--- config.mk ---
export PLATFORM = sky130hd
export DESIGN_NAME = command_unpacker
export DESIGN_NICKNAME = d
export VERILOG_FILES = /design/src/rtl/cmd_pkg.sv /design/src/rtl/command_unpacker.sv
export SDC_FILE = /design/constraint.sdc
export NUM_CORES = 1
export LEC_CHECK = 0
export CAP_MARGIN = 20
export CORE_AREA = 2 2 92 94
export DETAILED_ROUTE_END_ITERATION = 6
export DIE_AREA = 0 0 94 96
export PLACE_DENSITY_LB_ADDON = 0.15
export SETUP_SLACK_MARGIN = 0.5
export SLEW_MARGIN = 5
export SYNTH_ARGS = -nofsm -noshare
export SYNTH_HDL_FRONTEND = slang
export SYNTH_SLANG_ARGS = --single-unit
--- constraint.sdc ---
create_clock -name clk -period 3.1 [get_ports clk]
set_clock_uncertainty 0.15 [all_clocks]
set_input_delay 0.93 -clock clk [delete_from_list [all_inputs] [get_ports clk]]
set_output_delay 0.93 -clock clk [all_outputs]
set_load 0.005 [all_outputs]
--- src/rtl/cmd_pkg.sv ---
// ============================================================================
// cmd_pkg
// Shared render-command definitions: header field layout, opcodes, and the
// unpacker state encoding. Also imported by command producers.
// Rev 1.0
// ============================================================================
`default_nettype none

package cmd_pkg;

  localparam int HDR_OPC_W  = 4;
  localparam int HDR_NOPS_W = 3;

  // Field MSBs counted down from the word MSB, so the layout holds for any WIDTH >= 16.
  localparam int HDR_OPC_MSB  = 0;
  localparam int HDR_NOPS_MSB = 4;
  localparam int HDR_IMM_MSB  = 7;

  typedef enum logic [3:0] {
    OPC_NOP    = 4'h0,
    OPC_POINT  = 4'h1,
    OPC_LINE   = 4'h2,
    OPC_TRI    = 4'h3,
    OPC_RECT   = 4'h4,
    OPC_BLIT   = 4'h5,
    OPC_SETREG = 4'h6,
    OPC_SYNC   = 4'hF
  } cmd_opcode_t;

  typedef enum logic [1:0] {
    ST_IDLE    = 2'd0,
    ST_COLLECT = 2'd1,
    ST_DRAIN   = 2'd2,
    ST_OUTPUT  = 2'd3
  } unpack_state_t;

endpackage

`default_nettype wire

--- src/rtl/command_unpacker.sv ---
// ============================================================================
// command_unpacker
// Pops header + operand words from a command FIFO and presents each complete
// packet to the renderer over valid/ready. Oversized headers are drained.
// Rev 1.0
// ============================================================================
`default_nettype none

module command_unpacker
  import cmd_pkg::*;
#(
  parameter int WIDTH        = 16,
  parameter int MAX_OPERANDS = 4
) (
  input  logic                          clk,
  input  logic                          rst,
  input  logic [WIDTH-1:0]              fifo_cmd,
  input  logic                          fifo_empty,
  output logic                          fifo_read,
  output logic                          pkt_valid,
  input  logic                          pkt_ready,
  output logic [HDR_OPC_W-1:0]          pkt_opcode,
  output logic [HDR_NOPS_W-1:0]         pkt_nops,
  output logic [WIDTH-8:0]              pkt_imm,
  output logic [MAX_OPERANDS*WIDTH-1:0] pkt_operands,
  output logic                          err,
  output logic                          busy
);

  localparam logic [HDR_NOPS_W:0] MAX_N = (HDR_NOPS_W+1)'(MAX_OPERANDS);

  unpack_state_t         state, state_next;
  logic [HDR_NOPS_W-1:0] idx;
  logic [HDR_NOPS_W-1:0] remaining;
  logic [HDR_NOPS_W-1:0] hdr_nops;
  logic                  hdr_oversize;

  assign hdr_nops     = fifo_cmd[WIDTH-1-HDR_NOPS_MSB -: HDR_NOPS_W];
  assign hdr_oversize = {1'b0, hdr_nops} > MAX_N;

  // Gated by rst so nothing is popped while reset is held, whatever the state.
  assign fifo_read = rst && (state != ST_OUTPUT) && !fifo_empty;
  assign pkt_valid = (state == ST_OUTPUT);
  assign busy      = (state != ST_IDLE);

  always_ff @(posedge clk) begin
    if (!rst) begin
      state <= ST_IDLE;
    end else begin
      state <= state_next;
    end
  end

  always_comb begin
    state_next = state;
    case (state)
      ST_IDLE: begin
        if (fifo_read) begin
          if (hdr_nops == '0) begin
            state_next = ST_OUTPUT;
          end else if (hdr_oversize) begin
            state_next = ST_DRAIN;
          end else begin
            state_next = ST_COLLECT;
          end
        end
      end
      ST_COLLECT: begin
        if (fifo_read && (idx == pkt_nops - 3'd1)) begin
          state_next = ST_OUTPUT;
        end
      end
      ST_DRAIN: begin
        if (fifo_read && (remaining == 3'd1)) begin
          state_next = ST_IDLE;
        end
      end
      ST_OUTPUT: begin
        if (pkt_ready) begin
          state_next = ST_IDLE;
        end
      end
      default: state_next = ST_IDLE;
    endcase
  end

  always_ff @(posedge clk) begin
    if (!rst) begin
      pkt_opcode   <= '0;
      pkt_nops     <= '0;
      pkt_imm      <= '0;
      pkt_operands <= '0;
      idx          <= '0;
      remaining    <= '0;
      err          <= 1'b0;
    end else begin
      case (state)
        ST_IDLE: begin
          if (fifo_read) begin
            pkt_opcode   <= fifo_cmd[WIDTH-1-HDR_OPC_MSB -: HDR_OPC_W];
            pkt_nops     <= hdr_nops;
            pkt_imm      <= fifo_cmd[WIDTH-1-HDR_IMM_MSB:0];
            pkt_operands <= '0;
            idx          <= '0;
            remaining    <= hdr_nops;
            if (hdr_oversize) begin
              err <= 1'b1;
            end
          end
        end
        ST_COLLECT: begin
          if (fifo_read) begin
            for (int i = 0; i < MAX_OPERANDS; i++) begin
              if (idx == 3'(i)) begin
                pkt_operands[i*WIDTH +: WIDTH] <= fifo_cmd;
              end
            end
            idx <= idx + 3'd1;
          end
        end
        ST_DRAIN: begin
          if (fifo_read) begin
            remaining <= remaining - 3'd1;
          end
        end
        default: ;
      endcase
    end
  end

endmodule

`default_nettype wire

==> impl_metrics.tcl, run 1 <==
set metrics [dict create \
    drt-initial-drc-count 67 \
    clock.fmax_ghz 0.393 \
    status "complete, no violations" \
    synth_area_sq_um 3670 \
    fin_crit_sh_pct 82.1 \
    syn_to_final_growth_pct 38.9 \
    setup_viol 0 \
    final_nets 521 \
    via_per_inst 4.92 \
    ys_warn_count 0 \
    clk_path_buf_depth 2 \
    hold_start "pkt_imm[4]$_SDFFE_PN0P_" \
    drc 0 \
    pin_count 104 \
    start_util_pct 45.6 \
    clockRootBuffer "clkbuf_8" \
    die_y_um 96 \
    grt-ovfl-total 0 \
    preCtsSetupSlack_ns -0.139 \
    grt_pass1_vias 2844 \
    power_density_nw_per_um2 469 \
    setup.worst_path.end_class "primary output" \
    grt_pass1_wl_um 14200 \
    ys_ff_latch 89 \
    clk_latency_ns 0.35 \
    antenna_left 0 \
    finalPower_w 0.00239 \
    most-common-layout-cells "clkdlybuf4s50_1, dfxtp_1, nor2_1" \
    globalRouteTotalUtil_pct 20.3 \
    fp-row-count 33 \
    relSlewSlack_pct 53.0 \
    dr_total_vias 2955 \
    min_period_ns 2.54 \
    io_buffers 103 \
    r2r_cells 6 \
    routabilityCongestion 0.829 \
    async_flop_share_pct 0 \
    cts_made_buffers 9 \
    critPathKind "primary input to primary output" \
    tightest_slew_ns 0.704 \
    drt-total-wl_um 8940 \
    final_common_cell "clkdlybuf4s50_1" \
    coreArea_sq_um 8050 \
    cts_tree "done" \
    hold_viol 0 \
    cts_max_level 3 \
    antenna_found_initial 0 \
    syn-num-nets 410 \
    cts_sinks 89 \
    synth_cells 380 \
    hold_path_class "flop to flop" \
    worstPathRequired_ns 2.02 \
    clkTransAtPathRegs_ns 0.08 \
    crit_chain "clkdlybuf4s15_1 > nand2b_4 > nor2_4 > buf_2" \
    dp_hpwl_um 6410 \
    synth_top_flop_cell "dfxtp_1" \
    critPathSlowestCell "clkdlybuf4s15_1" \
    leakagePower_nw 2.00 \
    path_max_fanout 2 \
    rsz0062_at_grt "no" \
    reg2reg_to "pkt_operands[20]$_SDFFE_PN0P_" \
    n_fill_cell 694 \
    first_pass_iters 4 \
    antenna_cells 0 \
    synth.avg_cell_area_sq_um 9.66 \
    synth_edf_count 0 \
    synth_cell_type_count 34 \
    max_cap_violations 0 \
    ff2ff_setup_slack_ns 1.12 \
    worstReg2RegStart "state[1]$_SDFFE_PN0P_" \
    slowest_delay_ns 0.18 \
    final_max_slew_viol_count 0 \
    cp_top_family "buffers and inverters" \
    multiInputGateArea_sq_um 1710 \
    crit_buf_inv 2 \
    seq_area_frac_synth_pct 48.6 \
    whs_endpoint "pkt_imm[4]$_SDFFE_PN0P_" \
    ir_drop_mv 0.283 \
    die_w_um 94 \
    holdPathStages 2 \
    cp.arrival_ns 1.46 \
    setup_slack_ns 0.556 \
    drive_gt1_share_pct 9.88 \
    wire_per_inst_um 14.9 \
    startpoint_type "primary input" \
    grt_max_degree 39 \
    dieArea_sq_um 9020 \
    register_area_sq_um 1780 \
]
-- worst reg2reg max path: cells and delay by family (launching register included) --
family	cells	cell delay [ns]
AOI/OAI and AO/OA	1	0.19
buffers and inverters	2	0.39
DFF	1	0.32
muxes	1	0.20
and+or+nand+nor	2	0.59
-- report_power, final --
part	leakage [nW]	switching [W]	internal, W
combinational	1.18	0.000178	0.000194
clock	0.0985	0.000412	0.000396
sequential	0.722	0.0000261	0.00119
total	2.00	0.000616	0.00178
-- layout make-up --
cell class | instances | share of cell area (%)
sequential | 89 | 34.9
multi-input combinational | 257 | 33.4
timing repair buffer | 123 | 24.2
clock buffer | 10 | 2.70
tap | 105 | 2.58
clock inverter | 6 | 1.33
inverter | 11 | 0.810
-- cell usage after synthesis, drive strengths merged (9+ instances only) --
cell type	number	area [sq um]
and2	17	108
ha	10	125
clkbuf	14	52.6
inv	11	41.3
a21oi	10	83.8
nand2	31	116
nor2b	11	68.8
buf	9	110
dfxtp	89	1780
o21ai	20	100
mux2i	64	641
nor2	67	251
-- registers in the layout, indices dropped and copies added (netlist names) --
register and count:
pkt_imm 9, pkt_opcode 4, pkt_nops 3, state 2, remaining 3, pkt_operands 64, err 1, idx 3
-- timing repair --
action	in CTS	in global routing
pin swaps	0	1
buffers inserted	0	1
setup endpoints to repair	64	1
gates resized for setup	9	3
hold buffers	0	0
-- stage by stage --
| stage | hold slack [ns] | util [%] | TNS (ns) | area, sq um | std cells |
|---|---|---|---|---|---|
| after floorplan | 0.300 | - | 0 | 3670 | 380 |
| after global placement | 0.297 | 60.6 | -0.148 | 4880 | 584 |
| after detailed placement | 0.302 | 60.6 | -0.139 | 4880 | 584 |
| after CTS | 0.314 | 63.2 | 0 | 5090 | 600 |
| after global routing | 0.324 | 63.3 | 0 | 5100 | 601 |
| final | 0.311 | 63.3 | 0 | 5100 | 601 |
-- cell families after synthesis --
| group | after synthesis | synth area share [%] |
|---|---|---|
| adders and majority gates | 10 | 3.41 |
| DFF | 89 | 48.6 |
| and+or+nand+nor | 140 | 17.1 |
| buffers and inverters | 34 | 5.56 |
| xor gates and xnor gates | 4 | 0.955 |
| AOI/OAI and AO/OA | 39 | 6.92 |
| muxes | 64 | 17.5 |
-- per-layer routing --
| layer | vias to the layer above | global-route usage [%] | routed length (um) |
|---|---|---|---|
| met5 | - | 0 | 0 |
| met4 | 0 | 6.52 | 99 |
| met3 | 7 | 5.64 | 546 |
| met2 | 77 | 33.3 | 4260 |
| met1 | 1396 | 26.1 | 4030 |
| li1 | 1475 | - | - |
-- worst max path at each step --
| stage | cells after the start | slack [ns] | from | endpoint |
|---|---|---|---|---|
| floorplan | 7 | 0.62 | rst | pkt_operands[9]$_SDFFE_PN0P_ |
| CTS | 4 | 0.52 | fifo_empty | fifo_read |
| detailed placement | 4 | -0.14 | rst | fifo_read |
| finish | 4 | 0.56 | fifo_empty | fifo_read |
| global route | 2 | 0.52 | state[1]$_SDFFE_PN0P_ | pkt_valid |
| global placement | 4 | -0.15 | rst | fifo_read |
(Power assumes the default switching activity.)
==> run 2: changes to the inputs <==
==> constraint.sdc (replaced) <==
create_clock -name clk -period 2.6 [get_ports clk]
set_clock_uncertainty 0.15 [all_clocks]
set_input_delay 0.78 -clock clk [delete_from_list [all_inputs] [get_ports clk]]
set_output_delay 0.78 -clock clk [all_outputs]
set_load 0.005 [all_outputs]
==> run 2 against run 1 <==
Net effect: core utilization fell by 0.45 points; worst hold slack worse by 0.0031 ns; via count down 1.9%; routed wire length down 2.7%; clock power is 8.0% higher; sequential cell count is the same; die area stayed put; final area fell by 0.71%; non-clock buffer count rose by 1; setup slack got worse by 0.086 ns; first-iteration DRC count shrank 4.5%; cell count up 0.17%; critical endpoint unchanged; largest cell class unchanged; largest power group unchanged; highest routed layer unchanged.
==> impl_metrics.tcl, run 2 (same netlist as run 1, synthesis figures left out) <==
set metrics [dict create \
    status "complete, no violations" \
    final_nets 522 \
    antenna_left 0 \
    leakagePower_nw 2.41 \
    drt-initial-drc-count 64 \
    setup_slack_ns 0.471 \
    cp.arrival_ns 1.20 \
    hold_slack_ns 0.308 \
    ir_drop_mv 0.406 \
    finalPower_w 0.00274 \
    start_util_pct 45.6 \
    setup.worst_path.end_class "primary output" \
    dr_total_vias 2900 \
    most-common-layout-cells "dlygate4sd2_1, nor2_1, mux2i_1" \
    clock.fmax_ghz 0.470 \
    globalRouteTotalUtil_pct 20.5 \
    cts_tree "done" \
    fin_crit_sh_pct 81.9 \
    startpoint_type "primary input" \
    hold_viol 0 \
    drt-total-wl_um 8700 \
    die_w_um 94 \
    critPathKind "primary input to primary output" \
    setup_viol 0 \
    pin_count 104 \
    wire_per_inst_um 14.4 \
    pwr-share-clk_pct 31.9 \
    hold_path_class "flop to flop" \
    via_per_inst 4.82 \
    cts_made_buffers 9 \
    seq_power_share_pct 52.8 \
    tightest_slew_ns 0.436 \
    rsz0062_at_grt "yes" \
    final_area_sq_um 5060 \
    grt_pass1_vias 2902 \
    fp-row-count 33 \
    routabilityCongestion 0.841 \
    path_max_fanout 2 \
    grt-ovfl-total 0 \
    preCtsSetupSlack_ns -0.331 \
    dieArea_sq_um 9020 \
    max_cap_violations 0 \
    drc 0 \
    stdcell_count 602 \
    largest_reg_flops 64 \
    first_pass_iters 4 \
    die_y_um 96 \
    clk_latency_ns 0.37 \
    antenna_found_initial 0 \
    clkTransAtPathRegs_ns 0.08 \
    final_max_slew_viol_count 0 \
    dp_hpwl_um 6220 \
    worstPathRequired_ns 1.67 \
    final_common_cell "dlygate4sd2_1" \
    power_density_nw_per_um2 541 \
    coreArea_sq_um 8050 \
    relSlewSlack_pct 70.7 \
    top_register "pkt_operands" \
    clk_path_buf_depth 2 \
    cts_sinks 89 \
    grt_pass1_wl_um 14100 \
    drive_gt1_share_pct 20.5 \
    p_int_w 0.00200 \
    clockRootBuffer "clkbuf_8" \
    min_period_ns 2.13 \
    p_sw_share_pct 27.0 \
    reg_top3 "pkt_operands x64, pkt_imm x9, pkt_opcode x4" \
    post-place-cells 583 \
    antenna_cells 0 \
    cts_max_level 3 \
    dpl_cell_area_sq_um 4900 \
    syn_to_final_growth_pct 37.9 \
    grt_max_degree 34 \
    p_switching_w 0.000739 \
    io_buffers 103 \
    pwr-share-comb_pct 15.3 \
]
-- run 2: cell count changes in the layout (fill, tap and decap cells not counted), moves of 2 or more --
cell             delta
clkdlybuf4s50_1    -83
dlygate4sd2_1      +82
dfxtp_1            -48
buf_12              +2
dfxtp_2            +48
clkinv_4            -2
-- run 2: area by class of cell --
class | count | area (sq um)
Clock buffer | 10 | 138
Clock inverter | 6 | 41.3
Fill cell | 705 | 2990
Inverter | 11 | 41.3
Multi-Input combinational cell | 257 | 1720
Sequential cell | 89 | 1840
Tap cell | 105 | 131
Timing Repair Buffer | 124 | 1150
-- run 2: path summary, 6_finish.rpt --
path	startpoint	end	slack [ns]	cells after the start
worst max-delay path	fifo_empty	fifo_read	0.47	4
worst min-delay path	pkt_opcode[2]$_SDFFE_PN0P_	pkt_opcode[2]$_SDFFE_PN0P_	0.31	2
worst max register to register	state[1]$_SDFFE_PN0P_	pkt_operands[40]$_SDFFE_PN0P_	0.71	6
worst min register to register	pkt_opcode[2]$_SDFFE_PN0P_	pkt_opcode[2]$_SDFFE_PN0P_	0.31	2
-- run 2: per-layer routing --
metal  GRT usage, %  routed length [um]  vias to the layer above
met3           6.03                 530                       15
met1           23.9                3730                     1343
met5              0                   0                        -
li1               -                   -                     1472
met4           9.66                 197                        0
met2           34.6                4240                       70
-- run 2: power groups by stage --
stage               Sequential [W]  Combinational, W  Clock [W]
finish                     0.00144          0.000419   0.000873
global route               0.00145          0.000463   0.000960
CTS                        0.00144          0.000424   0.000895
detailed placement         0.00147          0.000446          0
global placement           0.00147          0.000440          0
floorplan                  0.00148          0.000239          0
-- run 2: timing repair --
action	CTS	global route
setup endpoints to repair	148	45
gates resized for setup	147	3
pin swaps	1	1
buffers inserted	3	0
hold buffers	0	0
-- run 2: stage by stage --
| stage | utilization [%] | TNS (ns) |
|---|---|---|
| after CTS | 63.0 | 0 |
| after global routing | 62.9 | 0 |
| final | 62.9 | 0 |
| after detailed placement | 60.8 | -11.49 |
| after floorplan | - | 0 |
| after global placement | 60.8 | -10.78 |
-- run 2: critical path: stages --
cell      delay (ns)
clkbuf_2        0.09
nand2b_4        0.14
nor2_1          0.08
buf_2           0.11
==> run 3: changes to the inputs <==
==> constraint.sdc (replaced) <==
create_clock -name clk -period 2.2 [get_ports clk]
set_clock_uncertainty 0.15 [all_clocks]
set_input_delay 0.66 -clock clk [delete_from_list [all_inputs] [get_ports clk]]
set_output_delay 0.66 -clock clk [all_outputs]
set_load 0.005 [all_outputs]
==> run 3 against run 2 <==
Net effect: count of clock-buffer cells in the layout stayed put; worst hold slack hardly changed; die area stayed put; global-route usage is 0.68 points higher; core utilization is 0.53 points lower; first-iteration DRC count is 28% higher; routed wire length is 5.3% higher; critical path type unchanged; largest power group unchanged.
==> impl_metrics.tcl, run 3 (same netlist as run 1, synthesis figures left out) <==
set metrics [dict create \
    dr_total_vias 3056 \
    power_density_nw_per_um2 670 \
    routabilityCongestion 0.855 \
    startpoint_type "primary input" \
    worstPathRequired_ns 1.39 \
    min_period_ns 1.89 \
    die_y_um 96 \
    relSlewSlack_pct 79.6 \
    ir_drop_mv 0.538 \
    cts_max_level 3 \
    drive_gt1_share_pct 46.6 \
    leakagePower_nw 2.33 \
    clk_latency_ns 0.35 \
    antenna_found_initial 0 \
    drc 0 \
    cts_tree "done" \
    most-common-layout-cells "dfxtp_2, buf_2, nor2_1" \
    largest_reg_flops 64 \
    first_pass_iters 5 \
    antenna_cells 0 \
    path_max_fanout 2 \
    top_register "pkt_operands" \
    setup_viol 0 \
    drt-initial-drc-count 82 \
    coreArea_sq_um 8050 \
    clock.fmax_ghz 0.529 \
    fp-row-count 33 \
    grt_pass1_wl_um 14700 \
    cts_made_buffers 9 \
    clk_path_buf_depth 2 \
    final_max_slew_viol_count 0 \
    hold_path_class "flop to flop" \
    critPathKind "primary input to primary output" \
    grt_max_degree 34 \
    final_nets 539 \
    io_buffers 103 \
    antenna_left 0 \
    clockRootBuffer "clkbuf_8" \
    grt-ovfl-total 0 \
    via_per_inst 4.94 \
    hold_viol 0 \
    final_common_cell "dfxtp_2" \
    globalRouteTotalUtil_pct 21.1 \
    dp_hpwl_um 6360 \
    cts_sinks 89 \
    tightest_slew_ns 0.307 \
    hold_slack_ns 0.308 \
    start_util_pct 45.6 \
    wire_per_inst_um 14.8 \
    status "complete, no violations" \
    cp.arrival_ns 1.08 \
    pin_count 104 \
    grt_pass1_vias 3000 \
    dpl_cell_area_sq_um 4980 \
    fin_crit_sh_pct 85.9 \
    setup.worst_path.end_class "primary output" \
    syn_to_final_growth_pct 36.8 \
    max_cap_violations 0 \
    rsz0062_at_grt "yes" \
    reg_top3 "pkt_operands x64, pkt_imm x9, pkt_opcode x4" \
    drt-total-wl_um 9160 \
    dieArea_sq_um 9020 \
    die_w_um 94 \
    holdBufCountCts 0 \
    clkTransAtPathRegs_ns 0.08 \
    final_area_sq_um 5020 \
]
## run 3: cell count changes in the layout (fill, tap and decap cells not counted), moves of 2 or more
cell,previous run,this run
mux2i_2,0,4
dlygate4sd2_1,82,2
dfxtp_1,41,6
dfxtp_2,48,83
buf_6,0,7
buf_4,14,25
mux2i_1,64,60
buf_2,2,76
clkdlybuf4s50_1,17,15
buf_12,7,9
clkinvlp_4,3,1
clkbuf_2,2,7
## run 3: final timing paths
path / startpoint / end / slack (ns) / depth (start not counted)
max: fifo_empty / fifo_read / 0.31 / 4
min reg2reg: pkt_imm[0]$_SDFFE_PN0P_ / pkt_imm[0]$_SDFFE_PN0P_ / 0.31 / 2
max reg2reg: state[1]$_SDFFE_PN0P_ / pkt_operands[14]$_SDFFE_PN0P_ / 0.37 / 6
min: pkt_imm[0]$_SDFFE_PN0P_ / pkt_imm[0]$_SDFFE_PN0P_ / 0.31 / 2
## run 3: worst max-delay path, stage by stage
cell and delay, ns:
buf_6 0.09, nand2b_4 0.13, nor2_1 0.09, buf_2 0.11
## run 3: stage by stage
step	std cells	TNS (ns)	total power, W	setup WS [ns]	utilization (%)
3_5_place_dp	591	-27.68	0.00230	-0.454	61.9
2_1_floorplan	380	0	0.00203	0.0250	-
5_1_grt	618	0	0.00351	0.285	62.3
3_3_place_gp	591	-26.45	0.00229	-0.429	61.9
6_report	618	0	0.00336	0.309	62.3
4_1_cts	618	0	0.00339	0.311	62.6
## run 3: final cells by class
cell class / instances / area (sq um)
well taps: 105 / 131
multi-input cells: 257 / 1740
repair buffers: 141 / 1030
flip-flops and latches: 89 / 1890
clock inverters: 5 / 56.3
fillers: 735 / 3030
clock buffers: 10 / 138
inverters: 11 / 41.3
## run 3: routing by layer
metal  GRT usage, %  vias up  part of all wire (%)
li1               -     1512                     -
met1           26.4     1442                    43
met2           35.4       85                    48
met3           5.79       17                   6.7
met4           7.37        0                   1.8
met5              0        -                     0
## run 3: what timing repair did
action,CTS,global route
endpoints found under the setup margin,173,77
pin swaps,5,1
hold endpoints to repair,0,0
resized for setup,424,15
buffers inserted,12,0
## run 3: power by group
| group | total (W) | internal, W | switching (W) |
|---|---|---|---|
| logic | 0.000541 | 0.000272 | 0.000269 |
| clock network | 0.00111 | 0.000548 | 0.000561 |
| registers | 0.00171 | 0.00168 | 0.0000334 |
